$ cat src/rtl/mem_arbiter.sv
// mem_arbiter: two-port (I/D) latency-modelling arbiter in front of a single-port 16-bit memory.
// Optional MEM_ARB_RR_EN selects round-robin tie-breaking instead of fixed D-over-I priority.
module mem_arbiter #(
    parameter int LATENCY    = 4,
    parameter int ADDR_WIDTH = 16
) (
    input  logic                  clk,
    input  logic                  rst,
    input  logic                  i_req,
    input  logic [ADDR_WIDTH-1:0] i_addr,
    output logic                  i_ack,
    input  logic                  d_req,
    input  logic                  d_wr,
    input  logic [ADDR_WIDTH-1:0] d_addr,
    input  logic [15:0]           d_wdata,
    output logic                  d_ack,
    output logic [15:0]           rdata,
    output logic                  busy,
    output logic                  mem_en,
    output logic                  mem_wr,
    output logic [ADDR_WIDTH-1:0] mem_addr,
    output logic [15:0]           mem_wdata,
    input  logic [15:0]           mem_rdata
);
    typedef enum logic [1:0] {IDLE, WAIT, DONE} state_t;
    state_t                state_q, state_d;
    logic [3:0]            cnt_q, cnt_d;
    logic                  owner_q, owner_d;
    logic                  wr_q, wr_d;
    logic [ADDR_WIDTH-1:0] addr_q, addr_d;
    logic [15:0]           wdata_q, wdata_d;
    logic [15:0]           rdata_q, rdata_d;
    logic                  d_wins;
    logic                  strobe;
    logic                  accept;
    assign accept = (state_q == IDLE) && (i_req || d_req);
    assign strobe = (state_q == WAIT) && (cnt_q == 4'd1);
`ifdef MEM_ARB_RR_EN
    // rr_last: 0 = I, 1 = D; the port that did not win last time takes a tie
    logic rr_last_q;
    assign d_wins = d_req && (!i_req || !rr_last_q);
    always_ff @(posedge clk)
        rr_last_q <= rst ? 1'b0 : (accept ? d_wins : rr_last_q);
`else
    assign d_wins = d_req;
`endif
    always_comb begin
        state_d = state_q;
        cnt_d   = cnt_q;
        owner_d = owner_q;
        wr_d    = wr_q;
        addr_d  = addr_q;
        wdata_d = wdata_q;
        rdata_d = rdata_q;
        case (state_q)
            IDLE: if (accept) begin
                owner_d = d_wins;
                wr_d    = d_wins & d_wr;
                addr_d  = d_wins ? d_addr : i_addr;
                wdata_d = d_wins ? d_wdata : 16'h0000;
                cnt_d   = 4'(LATENCY - 1);
                state_d = WAIT;
            end
            WAIT: begin
                cnt_d = cnt_q - 4'd1;
                if (strobe) begin
                    state_d = DONE;
                    rdata_d = wr_q ? rdata_q : mem_rdata;
                end
            end
            DONE:    state_d = IDLE;
            default: state_d = IDLE;
        endcase
    end
    always_ff @(posedge clk) begin
        if (rst) begin
            state_q <= IDLE;
            cnt_q   <= 4'd0;
            owner_q <= 1'b0;
            wr_q    <= 1'b0;
            addr_q  <= '0;
            wdata_q <= 16'h0000;
            rdata_q <= 16'h0000;
        end else begin
            state_q <= state_d;
            cnt_q   <= cnt_d;
            owner_q <= owner_d;
            wr_q    <= wr_d;
            addr_q  <= addr_d;
            wdata_q <= wdata_d;
            rdata_q <= rdata_d;
        end
    end
    // strobe is gated by rst so a write landing in a reset cycle is dropped
    assign mem_en    = strobe && !rst;
    assign mem_wr    = mem_en && wr_q;
    assign mem_addr  = addr_q;
    assign mem_wdata = wdata_q;
    assign rdata     = rdata_q;
    assign busy      = state_q != IDLE;
    assign i_ack     = (state_q == DONE) && !owner_q;
    assign d_ack     = (state_q == DONE) && owner_q;
endmodule

$ cat config.mk
export PLATFORM = sky130hd
export DESIGN_NAME = mem_arbiter
export DESIGN_NICKNAME = d
export VERILOG_FILES = /design/src/rtl/mem_arbiter.sv
export SDC_FILE = /design/constraint.sdc
export NUM_CORES = 1
export LEC_CHECK = 0
export CORE_MARGIN = 2
export CORE_UTILIZATION = 40
export DETAILED_ROUTE_END_ITERATION = 6
export HOLD_SLACK_MARGIN = 0.08
export PLACE_DENSITY = 0.86
export SLEW_MARGIN = 25
export SYNTH_ARGS = -nofsm -noshare
export SYNTH_HDL_FRONTEND = slang
export SYNTH_SLANG_ARGS = --single-unit
$ cat constraint.sdc
create_clock -name clk -period 2.3 [get_ports clk]
set_input_delay 0.46 -clock clk [delete_from_list [all_inputs] [get_ports clk]]
set_output_delay 0.46 -clock clk [all_outputs]
set_load 0.02 [all_outputs]
==> results of run 1 <==
logic make-up after synthesis:
group	count (synthesis)
adders and majority gates	2
AOI/OAI and AO/OA	76
DFF	56
and+or+nand+nor	70
muxes	33
buffers and inverters	25
state kept, by name, summed over array words and instances (netlist names):
signal,cells
mem_wdata,16
rdata,16
state_q,2
cnt_q,4
owner_q,1
mem_addr,16
wr_q,1
worst min-delay path by stage:
stage / depth (start not counted) / end / slack [ns]
2_1_floorplan: 2 / owner_q$_SDFFE_PP0P_ / 0.46
3_3_place_gp: 2 / mem_wdata[1]$_SDFFE_PP0P_ / 0.46
3_5_place_dp: 2 / rdata[3]$_SDFFE_PP0P_ / 0.46
4_1_cts: 2 / rdata[2]$_SDFFE_PP0P_ / 0.48
5_1_grt: 2 / rdata[11]$_SDFFE_PP0P_ / 0.50
6_report: 2 / rdata[2]$_SDFFE_PP0P_ / 0.48
through the flow:
stage / cell area, µm² / hold WS [ns] / TNS [ns]
2_1_floorplan: 2439 / 0.4629 / 0
5_1_grt: 3845 / 0.4985 / 0
4_1_cts: 3839 / 0.4839 / 0
3_5_place_dp: 3747 / 0.4639 / -0.2636
6_report: 3845 / 0.4798 / 0
3_3_place_gp: 3747 / 0.4564 / -0.09778
timing repair:
item | in CTS | in global routing
setup endpoints to repair | 2 | 2
cloned | 0 | 0
gates resized for setup | 10 | 4
pin swaps | 0 | 1
hold buffers | 0 | 0
layout make-up:
class | count | area share
Multi-Input combinational cell | 181 | 0.3153
Sequential cell | 56 | 0.2919
Tap cell | 75 | 0.02441
Clock inverter | 3 | 0.005532
Clock buffer | 5 | 0.01790
Inverter | 4 | 0.003905
Timing Repair Buffer | 136 | 0.3410
metal layers:
layer / wire length, µm / track usage / share of wire / vias to the layer above
met2: 3120 / 0.3472 / 0.48 / 89
met3: 531 / 0.04945 / 0.083 / 8
met1: 2701 / 0.2120 / 0.42 / 1100
li1: - / - / - / 1159
met5: 0 / 0 / 0 / -
met4: 84 / 0.07333 / 0.013 / 0
power groups by stage:
stage          sequential, µW  combinational (µW)  clock (µW)
2_1_floorplan            1200                 259           0
3_3_place_gp             1120                 668           0
3_5_place_dp             1120                 681           0
4_1_cts                  1100                 689         561
5_1_grt                  1110                 737         596
6_report                 1100                 683         553
synthesized netlist by cell type, drive strengths merged, types with 2 or more instances:
cell | number | share of area
o31a | 2 | 0.0072
a211oi | 16 | 0.049
clkbuf | 14 | 0.022
inv | 4 | 0.0062
a21oi | 37 | 0.076
dfxtp | 56 | 0.46
nand2 | 18 | 0.028
ha | 2 | 0.010
nand2b | 34 | 0.087
nor2 | 5 | 0.0087
nor3b | 2 | 0.0082
buf | 7 | 0.021
mux2i | 32 | 0.13
o21ai | 18 | 0.037
nand3b | 2 | 0.0062
nor3 | 3 | 0.011
worst max-delay path, delay by kind of cell (launching register included):
kind | cells | cell delay (ns)
AND/OR/NAND/NOR | 3 | 0.80
adder cells (fa/ha/maj) | 1 | 0.13
flip-flops | 1 | 0.34
buffers and inverters | 2 | 0.18
==> metrics.txt, run 1 <==
# TYPE chip_impl_metric gauge
chip_impl_metric{name="worst_margin_slew",unit="ns"} 0.6133
chip_impl_metric{name="die_h",unit="µm"} 82.08
chip_impl_info{name="critPathSlowestCell",value="sky130_fd_sc_hd__or3b_4"} 1
chip_impl_metric{name="cts.htree.levels",unit=""} 2
chip_impl_metric{name="clk_pin_slew",unit="ns"} 0.11
chip_impl_metric{name="stdcell_count",unit=""} 460
chip_impl_metric{name="place_inst",unit=""} 452
chip_impl_metric{name="p_sw_frac",unit=""} 0.3028
chip_impl_metric{name="antennaDiodeCount",unit=""} 0
chip_impl_metric{name="flow.area_growth_from_synthesis",unit="%"} 57.67
chip_impl_info{name="tritoncts",value="done"} 1
chip_impl_metric{name="synth-edff-count",unit=""} 0
chip_impl_metric{name="seqCellArea",unit="µm²"} 1122
chip_impl_metric{name="placement.setup.worst_slack",unit="ns"} -0.1508
chip_impl_info{name="synth_top_family_by_area",value="compound AO/OA/AOI/OAI gates"} 1
chip_impl_metric{name="dp.final_hpwl",unit="µm"} 4675
chip_impl_info{name="timing_worst_setup_path_type",value="reg2out"} 1
chip_impl_metric{name="routed_wirelength",unit="µm"} 6436
chip_impl_metric{name="synth_adder_area_share",unit=""} 0.01026
chip_impl_metric{name="synth_seq_cells",unit=""} 56
chip_impl_metric{name="cts_inserted_buffers",unit=""} 5
chip_impl_metric{name="power_frac_clock",unit=""} 0.237
chip_impl_info{name="final_common_cell",value="sky130_fd_sc_hd__clkdlybuf4s50_1"} 1
chip_impl_metric{name="num_rows",unit=""} 28
chip_impl_metric{name="synthCells",unit=""} 262
chip_impl_metric{name="power_per_cell_area",unit="nW/µm²"} 608.0
chip_impl_metric{name="number_of_buffers_inserted_to_repair_setup_after_cts",unit=""} 0
chip_impl_info{name="critPathCapture",value="mem_wr"} 1
chip_impl_metric{name="drv.max_cap_violation_count",unit=""} 0
chip_impl_metric{name="switching_power",unit="µW"} 707.9
chip_impl_metric{name="grt_max_degree",unit=""} 74
chip_impl_metric{name="wirelength_per_cell",unit="µm"} 13.99
chip_impl_metric{name="ys_seq_area_frac",unit=""} 0.4597
chip_impl_metric{name="vdd_ir_max",unit="mV"} 0.2884
chip_impl_metric{name="initial_utilization",unit=""} 0.4119
chip_impl_metric{name="per_cell_via_count_in_the_routed_design",unit=""} 5.122
chip_impl_metric{name="final_max_slew_viol_count",unit=""} 0
chip_impl_metric{name="crit_arrival",unit="ns"} 1.77
chip_impl_metric{name="insertion_delay",unit="ns"} 0.32
chip_impl_info{name="reg2reg_to",value="rdata[1]$_SDFFE_PP0P_"} 1
chip_impl_metric{name="min_period",unit="ns"} 2.234
chip_impl_metric{name="reg2reg_setup_slack",unit="ns"} 0.46
chip_impl_metric{name="crit_path_max_incr_delay",unit="ns"} 0.40
chip_impl_metric{name="cellLeakagePower",unit="µW"} 0.001437
chip_impl_metric{name="tritoncts_num_sinks",unit=""} 56
chip_impl_metric{name="min_period_over_period",unit=""} 0.9714
chip_impl_info{name="crit_path_start_kind",value="flop"} 1
chip_impl_metric{name="detail_route.first_pass.iterations",unit=""} 4
chip_impl_info{name="worstSetupEndpointType",value="output port"} 1
chip_impl_metric{name="yosys-mux-area-fraction",unit=""} 0.1360
chip_impl_metric{name="p_total",unit="µW"} 2338
chip_impl_metric{name="cts_max_path_buffers",unit=""} 2
chip_impl_metric{name="timing_hold_violations_final",unit=""} 0
chip_impl_metric{name="fin_worst_skew",unit="ns"} 0.01354
chip_impl_metric{name="clock.fmax",unit="GHz"} 0.4476
chip_impl_metric{name="ioPinCount",unit=""} 122
chip_impl_metric{name="timing.final.setup_violations",unit=""} 0
chip_impl_info{name="chain_of_cells_forming_the_critical_path",value="inv_2 > ha_1 > or3b_4 > nor3_4 > and2_4 > buf_4"} 1
chip_impl_metric{name="maximum_fanout_count_along_the_critical_path",unit=""} 2
chip_impl_info{name="result_of_the_run",value="finished clean"} 1
chip_impl_metric{name="grt.total_usage",unit=""} 0.1911
chip_impl_metric{name="floorplan.core_area",unit="µm²"} 5921
chip_impl_info{name="min-delay-start",value="rdata[2]$_SDFFE_PP0P_"} 1
chip_impl_metric{name="first_global_vias",unit=""} 2249
chip_impl_metric{name="design.die.area",unit="µm²"} 6737
chip_impl_metric{name="horizontal_die_dimension",unit="µm"} 82.08
chip_impl_metric{name="required_time_of_the_critical_path",unit="ns"} 1.84
chip_impl_metric{name="post_route_cells_drive_above_1_share",unit=""} 0.09351
chip_impl_metric{name="nets",unit=""} 455
chip_impl_metric{name="timing.final.ws_setup",unit="ns"} 0.06589
chip_impl_metric{name="avgSynthCellArea",unit="µm²"} 9.308
chip_impl_metric{name="synth.lib_cells_used.distinct",unit=""} 32
chip_impl_metric{name="grt_overflow",unit=""} 0
chip_impl_info{name="worstSetupStartpoint",value="cnt_q[1]$_SDFFE_PP0P_"} 1
chip_impl_metric{name="multi_input_comb_area",unit="µm²"} 1212
chip_impl_info{name="cts_root_buf",value="sky130_fd_sc_hd__clkbuf_8"} 1
chip_impl_metric{name="gpl.final_weighted_congestion",unit=""} 0.7167
chip_impl_metric{name="grt_first_pass_wirelength",unit="µm"} 10070
chip_impl_metric{name="fillCellCount",unit=""} 479
chip_impl_metric{name="synthXorXnorAreaFrac",unit=""} 0
chip_impl_metric{name="grt_antenna_before_repair",unit=""} 0
chip_impl_metric{name="placement.io_buffers",unit=""} 121
chip_impl_info{name="rr_startpoint",value="cnt_q[1]$_SDFFE_PP0P_"} 1
chip_impl_metric{name="synth-warning-count",unit=""} 0
chip_impl_metric{name="synth_simple_gate_area_frac",unit=""} 0.1673
chip_impl_metric{name="number_of_cells_on_the_worst_reg_to_reg_path",unit=""} 7
chip_impl_metric{name="seq_power_share",unit=""} 0.471
chip_impl_metric{name="synth_compound_area_frac",unit=""} 0.1780
chip_impl_info{name="top_library_cells_by_usage_in_the_layout_fill_and_taps_aside",value="sky130_fd_sc_hd__clkdlybuf4s50_1, sky130_fd_sc_hd__dfxtp_1, sky130_fd_sc_hd__a21oi_1"} 1
chip_impl_info{name="rsz_0062_raised_after_global_routing",value="no"} 1
chip_impl_metric{name="syn_area",unit="µm²"} 2439
chip_impl_info{name="timing.hold.worst.class",value="reg2reg"} 1
chip_impl_metric{name="post-route-util",unit=""} 0.6494
chip_impl_metric{name="drc",unit=""} 0
chip_impl_metric{name="share_of_async_settable_or_async_resettable_flops_after_synthesis",unit=""} 0
chip_impl_metric{name="ant_nets",unit=""} 0
chip_impl_metric{name="slew-limit-headroom",unit=""} 0.5912
chip_impl_metric{name="vias",unit=""} 2356
chip_impl_metric{name="comb_power_share",unit=""} 0.292
chip_impl_info{name="ys_dominant_reg_cell",value="sky130_fd_sc_hd__dfxtp_1"} 1
chip_impl_metric{name="detailedRoute.firstIterationViolations",unit=""} 81
chip_impl_metric{name="cell_internal_pwr",unit="µW"} 1630
chip_impl_metric{name="synth_nets",unit=""} 333
(Power assumes the default switching activity.)
==> run 2: changes to the inputs <==
CORE_ASPECT_RATIO = 0.7   (was not set)
==> run 2 against run 1 <==
Setup slack better by 0.087 ns. Core utilization is 0.47 points higher. Clock power is 13% lower. Register-to-register slack hardly changed. Sequential share of layout area is 0.29 points higher. Largest power group unchanged. Critical endpoint unchanged. Hold slack worse by 0.0021 ns. First-iteration DRC count is 11% higher. Routed wire length is 1.9% higher. Largest cell class unchanged. Global-route usage is 0.41 points lower.
==> metrics.txt, run 2 (synthesis gave the netlist of run 1 again) <==
# TYPE chip_impl_metric gauge
chip_impl_info{name="result_of_the_run",value="finished clean"} 1
chip_impl_metric{name="grt_antenna_before_repair",unit=""} 0
chip_impl_metric{name="design.die.area",unit="µm²"} 6747
chip_impl_metric{name="vdd_ir_max",unit="mV"} 0.2573
chip_impl_metric{name="placement.io_buffers",unit=""} 121
chip_impl_metric{name="comb_power_share",unit=""} 0.300
chip_impl_metric{name="p_sw_frac",unit=""} 0.2903
chip_impl_info{name="min-delay-start",value="rdata[4]$_SDFFE_PP0P_"} 1
chip_impl_metric{name="p_total",unit="µW"} 2260
chip_impl_metric{name="switching_power",unit="µW"} 656.1
chip_impl_metric{name="insertion_delay",unit="ns"} 0.30
chip_impl_info{name="tritoncts",value="done"} 1
chip_impl_metric{name="cts.htree.levels",unit=""} 2
chip_impl_metric{name="flow.area_growth_from_synthesis",unit="%"} 55.93
chip_impl_metric{name="grt.total_usage",unit=""} 0.1870
chip_impl_metric{name="detail_route.first_pass.iterations",unit=""} 4
chip_impl_metric{name="fin_worst_skew",unit="ns"} 0.005118
chip_impl_metric{name="ant_nets",unit=""} 0
chip_impl_info{name="final_common_cell",value="sky130_fd_sc_hd__clkdlybuf4s50_1"} 1
chip_impl_metric{name="drc",unit=""} 0
chip_impl_metric{name="cellLeakagePower",unit="µW"} 0.001418
chip_impl_metric{name="die_h",unit="µm"} 69.33
chip_impl_metric{name="slew-limit-headroom",unit=""} 0.5658
chip_impl_metric{name="seq_power_share",unit=""} 0.488
chip_impl_info{name="cts_root_buf",value="sky130_fd_sc_hd__clkbuf_8"} 1
chip_impl_metric{name="nets",unit=""} 453
chip_impl_metric{name="clk_pin_slew",unit="ns"} 0.09
chip_impl_metric{name="crit_path_max_incr_delay",unit="ns"} 0.40
chip_impl_metric{name="num_rows",unit=""} 23
chip_impl_metric{name="min_period",unit="ns"} 2.148
chip_impl_metric{name="worst_margin_slew",unit="ns"} 0.6506
chip_impl_info{name="timing.hold.worst.class",value="reg2reg"} 1
chip_impl_metric{name="number_of_cells_on_the_worst_reg_to_reg_path",unit=""} 7
chip_impl_info{name="crit_path_start_kind",value="flop"} 1
chip_impl_metric{name="cts.hold.buffers_added",unit=""} 0
chip_impl_metric{name="clock.fmax",unit="GHz"} 0.4657
chip_impl_metric{name="dp.final_hpwl",unit="µm"} 4768
chip_impl_metric{name="grt_overflow",unit=""} 0
chip_impl_metric{name="first_global_vias",unit=""} 2284
chip_impl_metric{name="vias",unit=""} 2340
chip_impl_metric{name="cts_max_path_buffers",unit=""} 2
chip_impl_metric{name="maximum_fanout_count_along_the_critical_path",unit=""} 2
chip_impl_metric{name="grt_max_degree",unit=""} 74
chip_impl_metric{name="required_time_of_the_critical_path",unit="ns"} 1.84
chip_impl_metric{name="detailedRoute.firstIterationViolations",unit=""} 90
chip_impl_metric{name="post_route_cells_drive_above_1_share",unit=""} 0.07368
chip_impl_metric{name="reg2reg_setup_slack",unit="ns"} 0.46
chip_impl_metric{name="initial_utilization",unit=""} 0.4195
chip_impl_metric{name="timing_hold_violations_final",unit=""} 0
chip_impl_metric{name="power_per_cell_area",unit="nW/µm²"} 594.5
chip_impl_info{name="timing_worst_setup_path_type",value="reg2out"} 1
chip_impl_info{name="min_to",value="rdata[4]$_SDFFE_PP0P_"} 1
chip_impl_metric{name="wirelength_per_cell",unit="µm"} 14.41
chip_impl_metric{name="per_cell_via_count_in_the_routed_design",unit=""} 5.143
chip_impl_info{name="chain_of_cells_forming_the_critical_path",value="inv_1 > ha_1 > or3b_4 > nor3_4 > and2_1 > buf_2"} 1
chip_impl_metric{name="grt_first_pass_wirelength",unit="µm"} 10580
chip_impl_metric{name="routed_wirelength",unit="µm"} 6556
chip_impl_metric{name="tritoncts_num_sinks",unit=""} 56
chip_impl_metric{name="floorplan.core_area",unit="µm²"} 5813
chip_impl_metric{name="horizontal_die_dimension",unit="µm"} 97.33
chip_impl_metric{name="timing.final.setup_violations",unit=""} 0
chip_impl_metric{name="drv.max_cap_violation_count",unit=""} 0
chip_impl_info{name="rsz_0062_raised_after_global_routing",value="no"} 1
chip_impl_metric{name="cts_inserted_buffers",unit=""} 5
chip_impl_info{name="worstSetupEndpointType",value="output port"} 1
chip_impl_metric{name="power_frac_clock",unit=""} 0.212
chip_impl_metric{name="min_period_over_period",unit=""} 0.9337
chip_impl_info{name="rr_startpoint",value="cnt_q[1]$_SDFFE_PP0P_"} 1
chip_impl_metric{name="crit_arrival",unit="ns"} 1.69
chip_impl_info{name="top_library_cells_by_usage_in_the_layout_fill_and_taps_aside",value="sky130_fd_sc_hd__clkdlybuf4s50_1, sky130_fd_sc_hd__dfxtp_1, sky130_fd_sc_hd__a21oi_1"} 1
chip_impl_metric{name="ioPinCount",unit=""} 122
chip_impl_metric{name="final_max_slew_viol_count",unit=""} 0
chip_impl_metric{name="setup_total_negative_slack",unit="ns"} 0
chip_impl_metric{name="hold_path_depth",unit=""} 2
chip_impl_metric{name="gpl.final_weighted_congestion",unit=""} 0.7781
chip_impl_metric{name="cell_internal_pwr",unit="µW"} 1604
chip_impl_metric{name="antennaDiodeCount",unit=""} 0
chip_impl_info{name="critPathSlowestCell",value="sky130_fd_sc_hd__or3b_4"} 1
chip_impl_info{name="reg2reg_to",value="rdata[12]$_SDFFE_PP0P_"} 1
chip_impl_metric{name="post-route-util",unit=""} 0.6541
chip_impl_metric{name="fillCellCount",unit=""} 474
[run 2: changes by cell type in the layout (fill, tap and decap cells not counted), sizes merged]
cell	previous run	this run
buf	18	16
clkinv	1	0
clkinvlp	1	0
inv	5	4
[run 2: cell type report]
class	instances	area (µm²)	share of cell area
inverters	4	15.01	0.003949
clock buffers	5	68.82	0.01810
repair buffers	134	1294	0.3402
flip-flops and latches	56	1121	0.2948
multi-input cells	181	1210	0.3182
well taps	75	93.84	0.02468
[run 2: stage by stage]
stage               instance area (µm²)  worst slack, ns  hold WS [ns]  instances
finish                             3802           0.1525        0.4777        455
global route                       3802          0.04505        0.5026        455
CTS                                3809          0.04013        0.4805        455
detailed placement                 3732         -0.02814        0.4677        450
global placement                   3732         0.008549        0.4564        450
floorplan                          2439          0.06146        0.4629        262
[run 2: timing repair]
action,CTS,global route
endpoints found under the setup margin,2,2
gates resized for setup,7,3
setup buffers,0,0
[run 2: layer usage]
metal  vias to the layer above  global-route usage  wire length, µm
met2                        94              0.3210             2995
met3                         4             0.05444              506
met1                      1093              0.2306             3017
met5                         -                   0                0
met4                         0             0.05247               36
li1                       1149                   -                -
[run 2: worst max-delay path by stage]
stage	startpoint	to	cells past startpoint
6_report	cnt_q[1]$_SDFFE_PP0P_	mem_wr	6
5_1_grt	cnt_q[1]$_SDFFE_PP0P_	mem_wr	6
3_5_place_dp	cnt_q[1]$_SDFFE_PP0P_	mem_wr	6
3_3_place_gp	cnt_q[1]$_SDFFE_PP0P_	mem_en	6
4_1_cts	cnt_q[1]$_SDFFE_PP0P_	mem_wr	6
2_1_floorplan	cnt_q[0]$_SDFFE_PP0P_	mem_wr	4
[run 2: critical path: cells and delay by family (launching register included)]
family | cells | cell delay (ns)
buffers and inverters | 2 | 0.23
adders and majority gates | 1 | 0.13
and+or+nand+nor | 3 | 0.72
DFF | 1 | 0.32
[run 2: power groups by stage]
stage               clock network, µW  logic, µW  registers, µW
floorplan                           0        259           1200
global placement                    0        663           1120
detailed placement                  0        677           1120
CTS                               495        680           1100
global route                      526        730           1110
finish                            480        678           1100
==> run 3: changes to the inputs <==
clock period = 2.32 ns   (was 2.3 ns; I/O delays follow)
==> run 3 against run 2 <==
Final area up 0.69%. Setup slack worse by 0.019 ns. Total power up 2.5%. Clock skew up 0.0037 ns. Sequential power about the same. Combinational power down 0.9%. Via count down 2.5%. First-iteration DRC count up 4.4%. Hold slack better by 0.0021 ns.
==> metrics.txt, run 3 (synthesis gave the netlist of run 1 again) <==
# TYPE chip_impl_metric gauge
chip_impl_metric{name="placement.setup.worst_slack",unit="ns"} -0.04830
chip_impl_info{name="chain_of_cells_forming_the_critical_path",value="inv_1 > ha_1 > or3b_4 > nor3_4 > and2_1 > buf_2"} 1
chip_impl_metric{name="nets",unit=""} 453
chip_impl_metric{name="ioPinCount",unit=""} 122
chip_impl_metric{name="dp.final_hpwl",unit="µm"} 4699
chip_impl_info{name="rr_startpoint",value="cnt_q[1]$_SDFFE_PP0P_"} 1
chip_impl_info{name="min-delay-start",value="rdata[14]$_SDFFE_PP0P_"} 1
chip_impl_metric{name="p_total",unit="µW"} 2316
chip_impl_metric{name="timing.final.setup_violations",unit=""} 0
chip_impl_metric{name="crit_path_max_incr_delay",unit="ns"} 0.40
chip_impl_metric{name="cp_num_buf_inv",unit=""} 2
chip_impl_metric{name="min_period",unit="ns"} 2.187
chip_impl_metric{name="tritoncts_num_sinks",unit=""} 56
chip_impl_metric{name="num_rows",unit=""} 23
chip_impl_metric{name="insertion_delay",unit="ns"} 0.31
chip_impl_metric{name="grt_overflow",unit=""} 0
chip_impl_metric{name="post_route_cells_drive_above_1_share",unit=""} 0.08094
chip_impl_info{name="timing.hold.worst.class",value="reg2reg"} 1
chip_impl_info{name="rsz_0062_raised_after_global_routing",value="no"} 1
chip_impl_info{name="min_to",value="rdata[14]$_SDFFE_PP0P_"} 1
chip_impl_metric{name="timing_hold_violations_final",unit=""} 0
chip_impl_info{name="timing_worst_setup_path_type",value="reg2out"} 1
chip_impl_metric{name="post-route-util",unit=""} 0.6586
chip_impl_info{name="worstSetupStartpoint",value="cnt_q[1]$_SDFFE_PP0P_"} 1
chip_impl_metric{name="min_period_over_period",unit=""} 0.9425
chip_impl_metric{name="fillCellCount",unit=""} 482
chip_impl_metric{name="detail_route.first_pass.iterations",unit=""} 4
chip_impl_metric{name="crit_arrival",unit="ns"} 1.72
chip_impl_metric{name="antennaDiodeCount",unit=""} 0
chip_impl_metric{name="setup_total_negative_slack",unit="ns"} 0
chip_impl_metric{name="clock.fmax",unit="GHz"} 0.4573
chip_impl_info{name="result_of_the_run",value="finished clean"} 1
chip_impl_metric{name="cts_max_path_buffers",unit=""} 2
chip_impl_metric{name="timing.final.ws_setup",unit="ns"} 0.1333
chip_impl_metric{name="vdd_ir_max",unit="mV"} 0.2873
chip_impl_metric{name="grt_max_degree",unit=""} 74
chip_impl_metric{name="number_of_cells_on_the_worst_reg_to_reg_path",unit=""} 7
chip_impl_metric{name="hold_path_depth",unit=""} 2
chip_impl_metric{name="final_max_slew_viol_count",unit=""} 0
chip_impl_metric{name="gpl.final_weighted_congestion",unit=""} 0.7831
chip_impl_metric{name="ant_nets",unit=""} 0
chip_impl_metric{name="reg2reg_setup_slack",unit="ns"} 0.46
chip_impl_metric{name="power_per_cell_area",unit="nW/µm²"} 605.0
chip_impl_info{name="worstSetupEndpointType",value="output port"} 1
chip_impl_info{name="crit_path_start_kind",value="flop"} 1
chip_impl_metric{name="fin_hold_ws",unit="ns"} 0.4798
chip_impl_metric{name="first_global_vias",unit=""} 2250
chip_impl_metric{name="drv.max_cap_violation_count",unit=""} 0
chip_impl_metric{name="grt.total_usage",unit=""} 0.1865
chip_impl_metric{name="clk_pin_slew",unit="ns"} 0.10
chip_impl_metric{name="detailedRoute.firstIterationViolations",unit=""} 94
chip_impl_metric{name="die_h",unit="µm"} 69.33
chip_impl_metric{name="drc",unit=""} 0
chip_impl_metric{name="grt_first_pass_wirelength",unit="µm"} 10580
chip_impl_metric{name="cts.htree.levels",unit=""} 2
chip_impl_info{name="cts_root_buf",value="sky130_fd_sc_hd__clkbuf_8"} 1
chip_impl_metric{name="initial_utilization",unit=""} 0.4195
chip_impl_metric{name="fin_worst_skew",unit="ns"} 0.008777
chip_impl_info{name="critPathSlowestCell",value="sky130_fd_sc_hd__or3b_4"} 1
chip_impl_metric{name="design.die.area",unit="µm²"} 6747
chip_impl_metric{name="vias",unit=""} 2281
chip_impl_metric{name="flow.area_growth_from_synthesis",unit="%"} 57.00
chip_impl_metric{name="worst_margin_slew",unit="ns"} 0.6573
chip_impl_metric{name="placement.io_buffers",unit=""} 121
chip_impl_metric{name="cellLeakagePower",unit="µW"} 0.001433
chip_impl_metric{name="slew-limit-headroom",unit=""} 0.5614
chip_impl_metric{name="cts.hold.buffers_added",unit=""} 0
chip_impl_info{name="final_common_cell",value="sky130_fd_sc_hd__clkdlybuf4s50_1"} 1
chip_impl_metric{name="wirelength_per_cell",unit="µm"} 14.34
chip_impl_metric{name="maximum_fanout_count_along_the_critical_path",unit=""} 2
chip_impl_metric{name="required_time_of_the_critical_path",unit="ns"} 1.86
chip_impl_info{name="critical_path.top_delay_family",value="simple AND/OR/NAND/NOR gates"} 1
chip_impl_metric{name="grt_antenna_before_repair",unit=""} 0
chip_impl_metric{name="floorplan.core_area",unit="µm²"} 5813
chip_impl_metric{name="horizontal_die_dimension",unit="µm"} 97.33
chip_impl_info{name="tritoncts",value="done"} 1
chip_impl_metric{name="cts_inserted_buffers",unit=""} 5
chip_impl_metric{name="per_cell_via_count_in_the_routed_design",unit=""} 4.980
chip_impl_info{name="top_library_cells_by_usage_in_the_layout_fill_and_taps_aside",value="sky130_fd_sc_hd__clkdlybuf4s50_1, sky130_fd_sc_hd__dfxtp_1, sky130_fd_sc_hd__a21oi_1"} 1
chip_impl_metric{name="routed_wirelength",unit="µm"} 6568
chip_impl_info{name="reg2reg_to",value="rdata[9]$_SDFFE_PP0P_"} 1
[run 3: cell count changes in the layout (fill, tap and decap cells not counted)]
cell	previous run	this run
sky130_fd_sc_hd__clkinv_2	0	2
sky130_fd_sc_hd__buf_2	3	2
sky130_fd_sc_hd__clkbuf_8	5	6
sky130_fd_sc_hd__buf_4	13	14
[run 3: power breakdown]
part           leakage, µW  internal (µW)  switching (µW)
clock network    0.0000510            239             313
registers         0.000460           1040            49.3
logic             0.000922            352             320
[run 3: how the worst max path moves through the flow]
stage	to	slack, ns	cells after the start
after CTS	mem_wr	0.02	6
after floorplan	mem_wr	0.08	4
after detailed placement	mem_en	-0.05	6
final	mem_wr	0.13	6
after global placement	mem_en	0.02	6
after global routing	mem_wr	0.03	6
[run 3: cell type report]
type / count / area (µm²) / area share
timing repair buffer: 134 / 1296 / 0.3386
sequential: 56 / 1121 / 0.2928
clock buffer: 6 / 82.58 / 0.02157
clock inverter: 2 / 10.01 / 0.002614
multi-input combinational: 181 / 1210 / 0.3160
inverter: 4 / 15.01 / 0.003922
tap: 75 / 93.84 / 0.02451
[run 3: stage by stage]
stage          area (µm²)  instances
6_report             3829        458
5_1_grt              3829        458
4_1_cts              3829        458
3_5_place_dp         3732        450
3_3_place_gp         3732        450
2_1_floorplan        2439        262
[run 3: routing by layer]
metal / track usage / up-vias / share of wire
met5: 0 / - / 0
met4: 0.04012 / 0 / 0.0067
met3: 0.05746 / 5 / 0.072
met2: 0.3086 / 86 / 0.44
met1: 0.2419 / 1041 / 0.48
li1: - / 1149 / -
[run 3: worst min-delay path: stages, from the launching register on]
cell	delay, ns
sky130_fd_sc_hd__dfxtp_1	0.32
sky130_fd_sc_hd__nand2b_1	0.06
sky130_fd_sc_hd__mux2i_1	0.06
[run 3: timing repair]
action | 4_1_cts | 5_1_grt
setup buffers | 0 | 0
resized for setup | 7 | 2
endpoints found under the setup margin | 2 | 1
pin swaps | 0 | 0
